$ cat src/rtl/autoconfig_master_if.sv
// autoconfig_master_if: request/acknowledge bus between the AutoConfig scan
// engine (master) and the Zorro configuration-slot access logic (slave).
interface autoconfig_master_if;
  logic       ZREQ;    // transaction request
  logic       ZRW;     // 1 = read, 0 = write
  logic [7:0] ZOFS;    // byte offset inside 0xE80000
  logic [3:0] ZWDATA;  // write nibble (bus D[15:12])
  logic [3:0] ZRDATA;  // read nibble
  logic       ZACK;    // transaction complete

  modport master (output ZREQ, ZRW, ZOFS, ZWDATA, input ZRDATA, ZACK);
  modport slave  (input ZREQ, ZRW, ZOFS, ZWDATA, output ZRDATA, ZACK);
endinterface

$ cat src/rtl/autoconfig_master.sv
// autoconfig_master: walks the boards presented at the 0xE80000 AutoConfig
// slot, sizes each one, places it in the memory or I/O pool and either
// commits a base address or shuts it up. Reports each board on CFG_*.
// Optional feature: define AC_TIMEOUT_EN to abort a bus request that sees no
// ZACK within 255 cycles (ERR=1); otherwise requests wait forever, ERR=0.
module autoconfig_master (
  input  logic                CLKCPU,
  input  logic                RESET,
  input  logic                START,
  autoconfig_master_if.master zbus,
  output logic                BUSY,
  output logic                DONE,
  output logic                ERR,
  output logic [3:0]          NBOARDS,
  output logic                CFG_STB,
  output logic [7:0]          CFG_BASE,
  output logic                CFG_SHUT
);
  typedef enum logic [3:0] {
    IDLE, RD_HI, RD_LO, ALLOC, WR_LO, WR_HI, SHUTUP, NEXT, FINISH
  } state_t;

  localparam logic [7:0] OFS_TYPE_HI = 8'h00;
  localparam logic [7:0] OFS_TYPE_LO = 8'h02;
  localparam logic [7:0] OFS_BASE_HI = 8'h48;
  localparam logic [7:0] OFS_BASE_LO = 8'h4A;
  localparam logic [7:0] OFS_SHUTUP  = 8'h4C;
  localparam logic [7:0] MEM_START   = 8'h20;
  localparam logic [7:0] IO_START    = 8'hE9;
  localparam logic [8:0] MEM_LIMIT   = 9'h0A0;
  localparam logic [8:0] IO_LIMIT    = 9'h0F0;

  state_t     state_q, state_d;
  logic       zreq_q, zreq_d, zrw_q, zrw_d;
  logic [7:0] zofs_q, zofs_d;
  logic [3:0] zwdata_q, zwdata_d;
  // Only type[7:5] (class, pool) and type[2:0] (size) matter; bits 4:3 are dropped.
  logic [2:0] type_cls_q, type_cls_d, type_size_q, type_size_d;
  logic [7:0] base_q, base_d, mem_ptr_q, mem_ptr_d, io_ptr_q, io_ptr_d;
  logic       shut_q, shut_d, busy_q, busy_d, done_q, done_d;
  logic [3:0] nboards_q, nboards_d;
  logic       cfg_stb_q, cfg_stb_d, cfg_shut_q, cfg_shut_d;
  logic [7:0] cfg_base_q, cfg_base_d;
`ifdef AC_TIMEOUT_EN
  logic [7:0] tmo_q, tmo_d;
  logic       err_q, err_d;
`endif

  logic       req_active, req_rw, bus_done;
  logic [7:0] req_ofs;
  logic [3:0] req_wdata;
  logic [8:0] size9, ptr9, limit9, base9, end9;
  logic       fit;

  // Placement of the current board: 9-bit round-up of the pool pointer to its size.
  always_comb begin
    case (type_size_q)
      3'd0:    size9 = 9'd128;
      3'd1:    size9 = 9'd1;
      3'd2:    size9 = 9'd2;
      3'd3:    size9 = 9'd4;
      3'd4:    size9 = 9'd8;
      3'd5:    size9 = 9'd16;
      3'd6:    size9 = 9'd32;
      default: size9 = 9'd64;
    endcase
    ptr9   = type_cls_q[0] ? {1'b0, mem_ptr_q} : {1'b0, io_ptr_q};
    limit9 = type_cls_q[0] ? MEM_LIMIT : IO_LIMIT;
    base9  = (ptr9 + size9 - 9'd1) & ~(size9 - 9'd1);
    // An 8MB board only goes at 0x20, and only into an untouched memory pool.
    if (type_size_q == 3'd0) begin
      base9 = {1'b0, MEM_START};
    end
    end9 = base9 + size9;
    fit  = (end9 <= limit9) &&
           ((type_size_q != 3'd0) || (type_cls_q[0] && (mem_ptr_q == MEM_START)));
  end

  // Next-state and next-output logic for the scan FSM and its bus handshake.
  always_comb begin
    state_d     = state_q;
    zreq_d      = zreq_q;
    zrw_d       = zrw_q;
    zofs_d      = zofs_q;
    zwdata_d    = zwdata_q;
    type_cls_d  = type_cls_q;
    type_size_d = type_size_q;
    base_d      = base_q;
    mem_ptr_d   = mem_ptr_q;
    io_ptr_d    = io_ptr_q;
    shut_d      = shut_q;
    done_d      = done_q;
    nboards_d   = nboards_q;
    cfg_stb_d   = 1'b0;
    cfg_base_d  = cfg_base_q;
    cfg_shut_d  = cfg_shut_q;
`ifdef AC_TIMEOUT_EN
    tmo_d       = tmo_q;
    err_d       = err_q;
`endif
    req_active  = 1'b0;
    req_rw      = 1'b0;
    req_ofs     = 8'h00;
    req_wdata   = 4'h0;
    bus_done    = 1'b0;

    case (state_q)
      RD_HI:  begin req_active = 1'b1; req_rw = 1'b1; req_ofs = OFS_TYPE_HI; end
      RD_LO:  begin req_active = 1'b1; req_rw = 1'b1; req_ofs = OFS_TYPE_LO; end
      WR_LO:  begin req_active = 1'b1; req_ofs = OFS_BASE_LO; req_wdata = base_q[3:0]; end
      WR_HI:  begin req_active = 1'b1; req_ofs = OFS_BASE_HI; req_wdata = base_q[7:4]; end
      SHUTUP: begin req_active = 1'b1; req_ofs = OFS_SHUTUP; end
      default: ;
    endcase

    // Each bus state enters with ZREQ low, so the cycle after an ACK is always idle.
    if (req_active) begin
      if (!zreq_q) begin
        zreq_d   = 1'b1;
        zrw_d    = req_rw;
        zofs_d   = req_ofs;
        zwdata_d = req_wdata;
`ifdef AC_TIMEOUT_EN
        tmo_d    = 8'd0;
`endif
      end else if (zbus.ZACK) begin
        zreq_d   = 1'b0;
        bus_done = 1'b1;
`ifdef AC_TIMEOUT_EN
      end else if (tmo_q == 8'd254) begin
        zreq_d   = 1'b0;
        err_d    = 1'b1;
        state_d  = FINISH;
      end else begin
        tmo_d    = tmo_q + 8'd1;
`endif
      end
    end

    case (state_q)
      IDLE: begin
        if (START) begin
          state_d   = RD_HI;
          done_d    = 1'b0;
          nboards_d = 4'd0;
          mem_ptr_d = MEM_START;
          io_ptr_d  = IO_START;
`ifdef AC_TIMEOUT_EN
          err_d     = 1'b0;
`endif
        end
      end
      RD_HI: if (bus_done) begin
        type_cls_d = zbus.ZRDATA[3:1];
        state_d    = RD_LO;
      end
      RD_LO: if (bus_done) begin
        type_size_d = zbus.ZRDATA[2:0];
        state_d     = ALLOC;
      end
      ALLOC: begin
        if (type_cls_q[2:1] != 2'b11) begin
          state_d = FINISH;
        end else if (fit) begin
          base_d  = base9[7:0];
          shut_d  = 1'b0;
          state_d = WR_LO;
          if (type_cls_q[0]) mem_ptr_d = end9[7:0];
          else               io_ptr_d  = end9[7:0];
        end else begin
          base_d  = 8'h00;
          shut_d  = 1'b1;
          state_d = SHUTUP;
        end
      end
      WR_LO:  if (bus_done) state_d = WR_HI;
      WR_HI:  if (bus_done) state_d = NEXT;
      SHUTUP: if (bus_done) state_d = NEXT;
      NEXT: begin
        cfg_stb_d  = 1'b1;
        cfg_base_d = base_q;
        cfg_shut_d = shut_q;
        nboards_d  = nboards_q + 4'd1;
        state_d    = (nboards_q == 4'd7) ? FINISH : RD_HI;
      end
      FINISH: begin
        done_d  = 1'b1;
        state_d = IDLE;
      end
      default: state_d = IDLE;
    endcase

    busy_d = (state_d != IDLE);
  end

  // State and registered outputs; reset drops the bus request immediately.
  always_ff @(posedge CLKCPU or posedge RESET) begin
    if (RESET) begin
      state_q     <= IDLE;
      zreq_q      <= 1'b0;
      zrw_q       <= 1'b0;
      zofs_q      <= 8'h00;
      zwdata_q    <= 4'h0;
      type_cls_q  <= 3'd0;
      type_size_q <= 3'd0;
      base_q      <= 8'h00;
      mem_ptr_q   <= MEM_START;
      io_ptr_q    <= IO_START;
      shut_q      <= 1'b0;
      busy_q      <= 1'b0;
      done_q      <= 1'b0;
      nboards_q   <= 4'd0;
      cfg_stb_q   <= 1'b0;
      cfg_base_q  <= 8'h00;
      cfg_shut_q  <= 1'b0;
`ifdef AC_TIMEOUT_EN
      tmo_q       <= 8'd0;
      err_q       <= 1'b0;
`endif
    end else begin
      state_q     <= state_d;
      zreq_q      <= zreq_d;
      zrw_q       <= zrw_d;
      zofs_q      <= zofs_d;
      zwdata_q    <= zwdata_d;
      type_cls_q  <= type_cls_d;
      type_size_q <= type_size_d;
      base_q      <= base_d;
      mem_ptr_q   <= mem_ptr_d;
      io_ptr_q    <= io_ptr_d;
      shut_q      <= shut_d;
      busy_q      <= busy_d;
      done_q      <= done_d;
      nboards_q   <= nboards_d;
      cfg_stb_q   <= cfg_stb_d;
      cfg_base_q  <= cfg_base_d;
      cfg_shut_q  <= cfg_shut_d;
`ifdef AC_TIMEOUT_EN
      tmo_q       <= tmo_d;
      err_q       <= err_d;
`endif
    end
  end

  assign zbus.ZREQ   = zreq_q;
  assign zbus.ZRW    = zrw_q;
  assign zbus.ZOFS   = zofs_q;
  assign zbus.ZWDATA = zwdata_q;
  assign BUSY        = busy_q;
  assign DONE        = done_q;
  assign NBOARDS     = nboards_q;
  assign CFG_STB     = cfg_stb_q;
  assign CFG_BASE    = cfg_base_q;
  assign CFG_SHUT    = cfg_shut_q;
`ifdef AC_TIMEOUT_EN
  assign ERR         = err_q;
`else
  assign ERR         = 1'b0;
`endif
endmodule

$ cat src/flat_wrapper.sv
// flat-port wrapper written by rule: the top's interface ports become plain ports
module autoconfig_master_flat 
  (CLKCPU, RESET, START, BUSY, DONE, ERR, NBOARDS, CFG_STB, CFG_BASE, CFG_SHUT, zbus_ZREQ, zbus_ZRW, zbus_ZOFS, zbus_ZWDATA, zbus_ZRDATA, zbus_ZACK);
  autoconfig_master_if zbus_i ();
  input  logic CLKCPU;
  input  logic RESET;
  input  logic START;
  output logic BUSY;
  output logic DONE;
  output logic ERR;
  output logic [3:0] NBOARDS;
  output logic CFG_STB;
  output logic [7:0] CFG_BASE;
  output logic CFG_SHUT;
  output wire logic [$bits(zbus_i.ZREQ)-1:0] zbus_ZREQ;
  output wire logic [$bits(zbus_i.ZRW)-1:0] zbus_ZRW;
  output wire logic [$bits(zbus_i.ZOFS)-1:0] zbus_ZOFS;
  output wire logic [$bits(zbus_i.ZWDATA)-1:0] zbus_ZWDATA;
  input wire logic [$bits(zbus_i.ZRDATA)-1:0] zbus_ZRDATA;
  input wire logic [$bits(zbus_i.ZACK)-1:0] zbus_ZACK;
  assign zbus_ZREQ = zbus_i.ZREQ;
  assign zbus_ZRW = zbus_i.ZRW;
  assign zbus_ZOFS = zbus_i.ZOFS;
  assign zbus_ZWDATA = zbus_i.ZWDATA;
  assign zbus_i.ZRDATA = zbus_ZRDATA;
  assign zbus_i.ZACK = zbus_ZACK;
  autoconfig_master u_core (.CLKCPU(CLKCPU), .RESET(RESET), .START(START), .zbus(zbus_i), .BUSY(BUSY), .DONE(DONE), .ERR(ERR), .NBOARDS(NBOARDS), .CFG_STB(CFG_STB), .CFG_BASE(CFG_BASE), .CFG_SHUT(CFG_SHUT));
endmodule
$ cat config.mk
export PLATFORM = sky130hd
export DESIGN_NAME = autoconfig_master_flat
export DESIGN_NICKNAME = d
export VERILOG_FILES = /design/src/rtl/autoconfig_master_if.sv /design/src/rtl/autoconfig_master.sv /design/src/flat_wrapper.sv
export SDC_FILE = /design/constraint.sdc
export NUM_CORES = 1
export LEC_CHECK = 0
export ABC_AREA = 1
export BUFFER_PORTS_ARGS = -buffer_cell sky130_fd_sc_hd__buf_2
export CORE_MARGIN = 2
export CORE_UTILIZATION = 60
export DETAILED_ROUTE_END_ITERATION = 7
export PLACE_DENSITY = 0.89
export SYNTH_ARGS = -nofsm -noshare
export SYNTH_HDL_FRONTEND = slang
export SYNTH_SLANG_ARGS = --single-unit
$ cat constraint.sdc
create_clock -name CLKCPU -period 8.2 [get_ports CLKCPU]
set_input_delay 1.64 -clock CLKCPU [delete_from_list [all_inputs] [get_ports CLKCPU]]
set_output_delay 1.64 -clock CLKCPU [all_outputs]
set_load 0.02 [all_outputs]
==> impl_metrics.env <==
export IMPL_ys_ff_latch=60
export IMPL_clk_pin_slew_worst_paths_ps=70
export IMPL_cts_tree="yes"
export IMPL_diodes=0
export IMPL_cts_sinks=60
export IMPL_globalplace_congestion=0.923
export IMPL_timing_rr_start="u_core.type_size_q[1]"
export IMPL_initial_core_util_pct=61.8
export IMPL_synth_fa_ha_area_share_pct=9.37
export IMPL_start_kind="register"
export IMPL_grt_pass1_vias=3303
export IMPL_slowest_stage="dfrtp_1"
export IMPL_reg2reg_depth=28
export IMPL_coreArea_um2=6310
export IMPL_maxSlewHeadroom_pct=50.9
export IMPL_min_period_ps=5260
export IMPL_finalWorstSetupSlack_ps=2940
export IMPL_max_stage_delay_ps=450
export IMPL_crit_fanout=12
export IMPL_grt_pass1_wl_mm=15.0
export IMPL_post_route_period_util_pct=64.1
export IMPL_muxShareOfSynthArea_pct=0.770
export IMPL_yosysWarnings=0
export IMPL_area_growth_synth_to_final_pct=10.2
export IMPL_dieArea_um2=7160
export IMPL_dieHeight_um=84.6
export IMPL_routed_via_density=5.62
export IMPL_hp_class="register to register"
export IMPL_rrSetupSlack_ps=2940
export IMPL_cts_made_buffers=9
export IMPL_critPathCaptureType="register"
export IMPL_fin_nets=577
export IMPL_synth_simple_gate_area_share_pct=29.1
export IMPL_cts_resized=0
export IMPL_vias=3500
export IMPL_dp_slack_ps=3120
export IMPL_drive_gt1_share_pct=16.8
export IMPL_worst_slew_pin_slew_ps=737
export IMPL_cp_arrival_ps=5540
export IMPL_post_drt_wl_per_cell_um=14.6
export IMPL_ys_types=49
export IMPL_drt_iter0_markers=279
export IMPL_netlist_area_um2=3900
export IMPL_cts_hold_buf=0
export IMPL_io_buffer_count=33
export IMPL_cpMostUsedCell="inv_1"
export IMPL_final_setup_tns_ps=0
export IMPL_post_dp_hpwl_mm=6.76
export IMPL_holdWs_ps=464
export IMPL_antenna_found_initial=0
export IMPL_setup_worst_path_end="u_core.base_q[0]"
export IMPL_grt_overflow_total=0
export IMPL_fillers=500
export IMPL_required_ps=8480
export IMPL_grt_max_degree=61
export IMPL_clock_latency_ps=360
export IMPL_setup_violations=0
export IMPL_wl_mm=9.12
export IMPL_outcome="complete, no violations"
export IMPL_r2r_end="u_core.base_q[0]"
export IMPL_drv_cap=0
export IMPL_yosysSeqAreaShare_pct=38.7
export IMPL_route_detailed_drc=0
export IMPL_postCtsSetupBuffers=0
export IMPL_grt_total_usage_pct=26.5
export IMPL_fin_util_pct=68.1
export IMPL_dr_pass1_iters=5
export IMPL_cts_max_path_buffers=2
export IMPL_synth_compound_area_share_pct=10.5
export IMPL_crit_type="register to register"
export IMPL_finalHoldViolCount=0
export IMPL_num_rows=29
export IMPL_die_w_um=84.6
export IMPL_synthXorXnorAreaFrac_pct=1.35
export IMPL_ios=39
export IMPL_max_freq_ghz=0.190
export IMPL_clockRootBuffer="clkbuf_8"
export IMPL_rsz0062_at_grt="false"
export IMPL_skew_ps=12.9
export IMPL_ant_nets=0
export IMPL_synthCells=505
export IMPL_timing_critical_path_from="u_core.type_size_q[1]"
export IMPL_avgSynthCellArea_um2=7.72
export IMPL_finalMaxSlewViolations=0
export IMPL_synth_top_family_by_area="simple AND/OR/NAND/NOR gates"
export IMPL_htreeDepth=3
## layout make-up
cell class | count | area (um^2) | share of cell area [%]
clock inverters | 7 | 75.1 | 1.75
well taps | 77 | 96.3 | 2.24
clock buffers | 9 | 124 | 2.88
inverters | 83 | 312 | 7.25
multi-input cells | 353 | 2010 | 46.8
flip-flops and latches | 60 | 1510 | 35.1
repair buffers | 34 | 173 | 4.02
## cell families after synthesis
logic type               Yosys count
AND/OR/NAND/NOR                  246
buffers and inverters             96
AO/OA/AOI/OAI                     65
flip-flops                        60
adder cells (fa/ha/maj)           28
XOR/XNOR                           6
multiplexers                       3
other                              1
## metrics by stage
| step | instances | cell area (um^2) |
|---|---|---|
| after floorplan | 509 | 3920 |
| after global placement | 607 | 4100 |
| after detailed placement | 607 | 4100 |
| after CTS | 623 | 4300 |
| after global routing | 623 | 4300 |
| final | 623 | 4300 |
## flip-flops by register name (all words and copies together), names as in the netlist, 4 cells and up
name	cells
u_core.base_q	8
u_core.mem_ptr_q	8
u_core.io_ptr_q	8
u_core.CFG_BASE	8
u_core.state_q	4
u_core.NBOARDS	4
u_core.zbus.ZWDATA	4
## cell usage after synthesis, drive strengths merged
library cell | n | area share [%]
a211oi | 2 | 0.38
a21o | 2 | 0.38
a21oi | 12 | 1.6
a22oi | 2 | 1.1
a31o | 1 | 0.22
a31oi | 1 | 0.16
a32o | 1 | 0.26
buf | 10 | 1.9
clkbuf | 3 | 0.29
clkinv | 2 | 0.19
conb | 1 | 0.096
dfrtp | 54 | 35
dfstp | 6 | 4.0
fa | 2 | 1.0
ha | 26 | 8.3
inv | 81 | 7.8
mux2i | 3 | 0.77
nand2 | 139 | 14
nand3 | 40 | 5.4
nand3b | 1 | 0.19
nand4 | 12 | 2.1
nor2 | 37 | 4.5
nor3 | 12 | 1.9
o2111ai | 1 | 0.22
o21a | 2 | 0.38
o21ai | 33 | 4.3
o21bai | 2 | 0.38
o221ai | 1 | 0.22
o22ai | 5 | 0.80
or2 | 5 | 0.87
xnor2 | 2 | 0.45
xor2 | 4 | 0.90
## per-layer routing
| layer | up-vias | wire (um) | part of all wire [%] | global-route usage (%) |
|---|---|---|---|---|
| li1 | 1687 | - | - | - |
| met3 | 24 | 540 | 5.9 | 3.93 |
| met1 | 1657 | 4000 | 44 | 34.7 |
| met5 | - | 0 | 0 | 0 |
| met2 | 132 | 4360 | 48 | 43.7 |
| met4 | 0 | 231 | 2.5 | 11.8 |
## worst min-delay path by stage
stage	slack (ps)	from	endpoint	cells after the start
finish	460	u_core.io_ptr_q[5]	u_core.io_ptr_q[5]	2
global route	490	u_core.io_ptr_q[3]	u_core.io_ptr_q[3]	2
CTS	470	u_core.io_ptr_q[5]	u_core.io_ptr_q[5]	2
detailed placement	450	u_core.io_ptr_q[5]	u_core.io_ptr_q[5]	2
global placement	450	u_core.io_ptr_q[6]	u_core.io_ptr_q[6]	2
floorplan	440	u_core.io_ptr_q[4]	u_core.io_ptr_q[4]	2
## worst max-delay path, delay by kind of cell (launching register included)
family | cells | cell delay (ps)
xor gates and xnor gates | 1 | 260
and+or+nand+nor | 12 | 1680
adders and majority gates | 5 | 1530
AOI/OAI and AO/OA | 4 | 780
buffers and inverters | 6 | 490
DFF | 1 | 450
## placed cells by master (no fill, tap or decap), types with 6 or more instances in the layout
cell        n
o21ai_1     6
nand3_1    38
a21oi_1    11
buf_2      33
nor2_1     30
dfstp_2     6
inv_1      73
inv_2       8
dfrtp_1    54
clkbuf_8    9
ha_1       26
nand4_1    11
o21ai_0    26
nor3_1      9
nand2_1   133
Power is not shown: default switching activity piles up to over one toggle a cycle in this logic, so the estimate is an artifact.
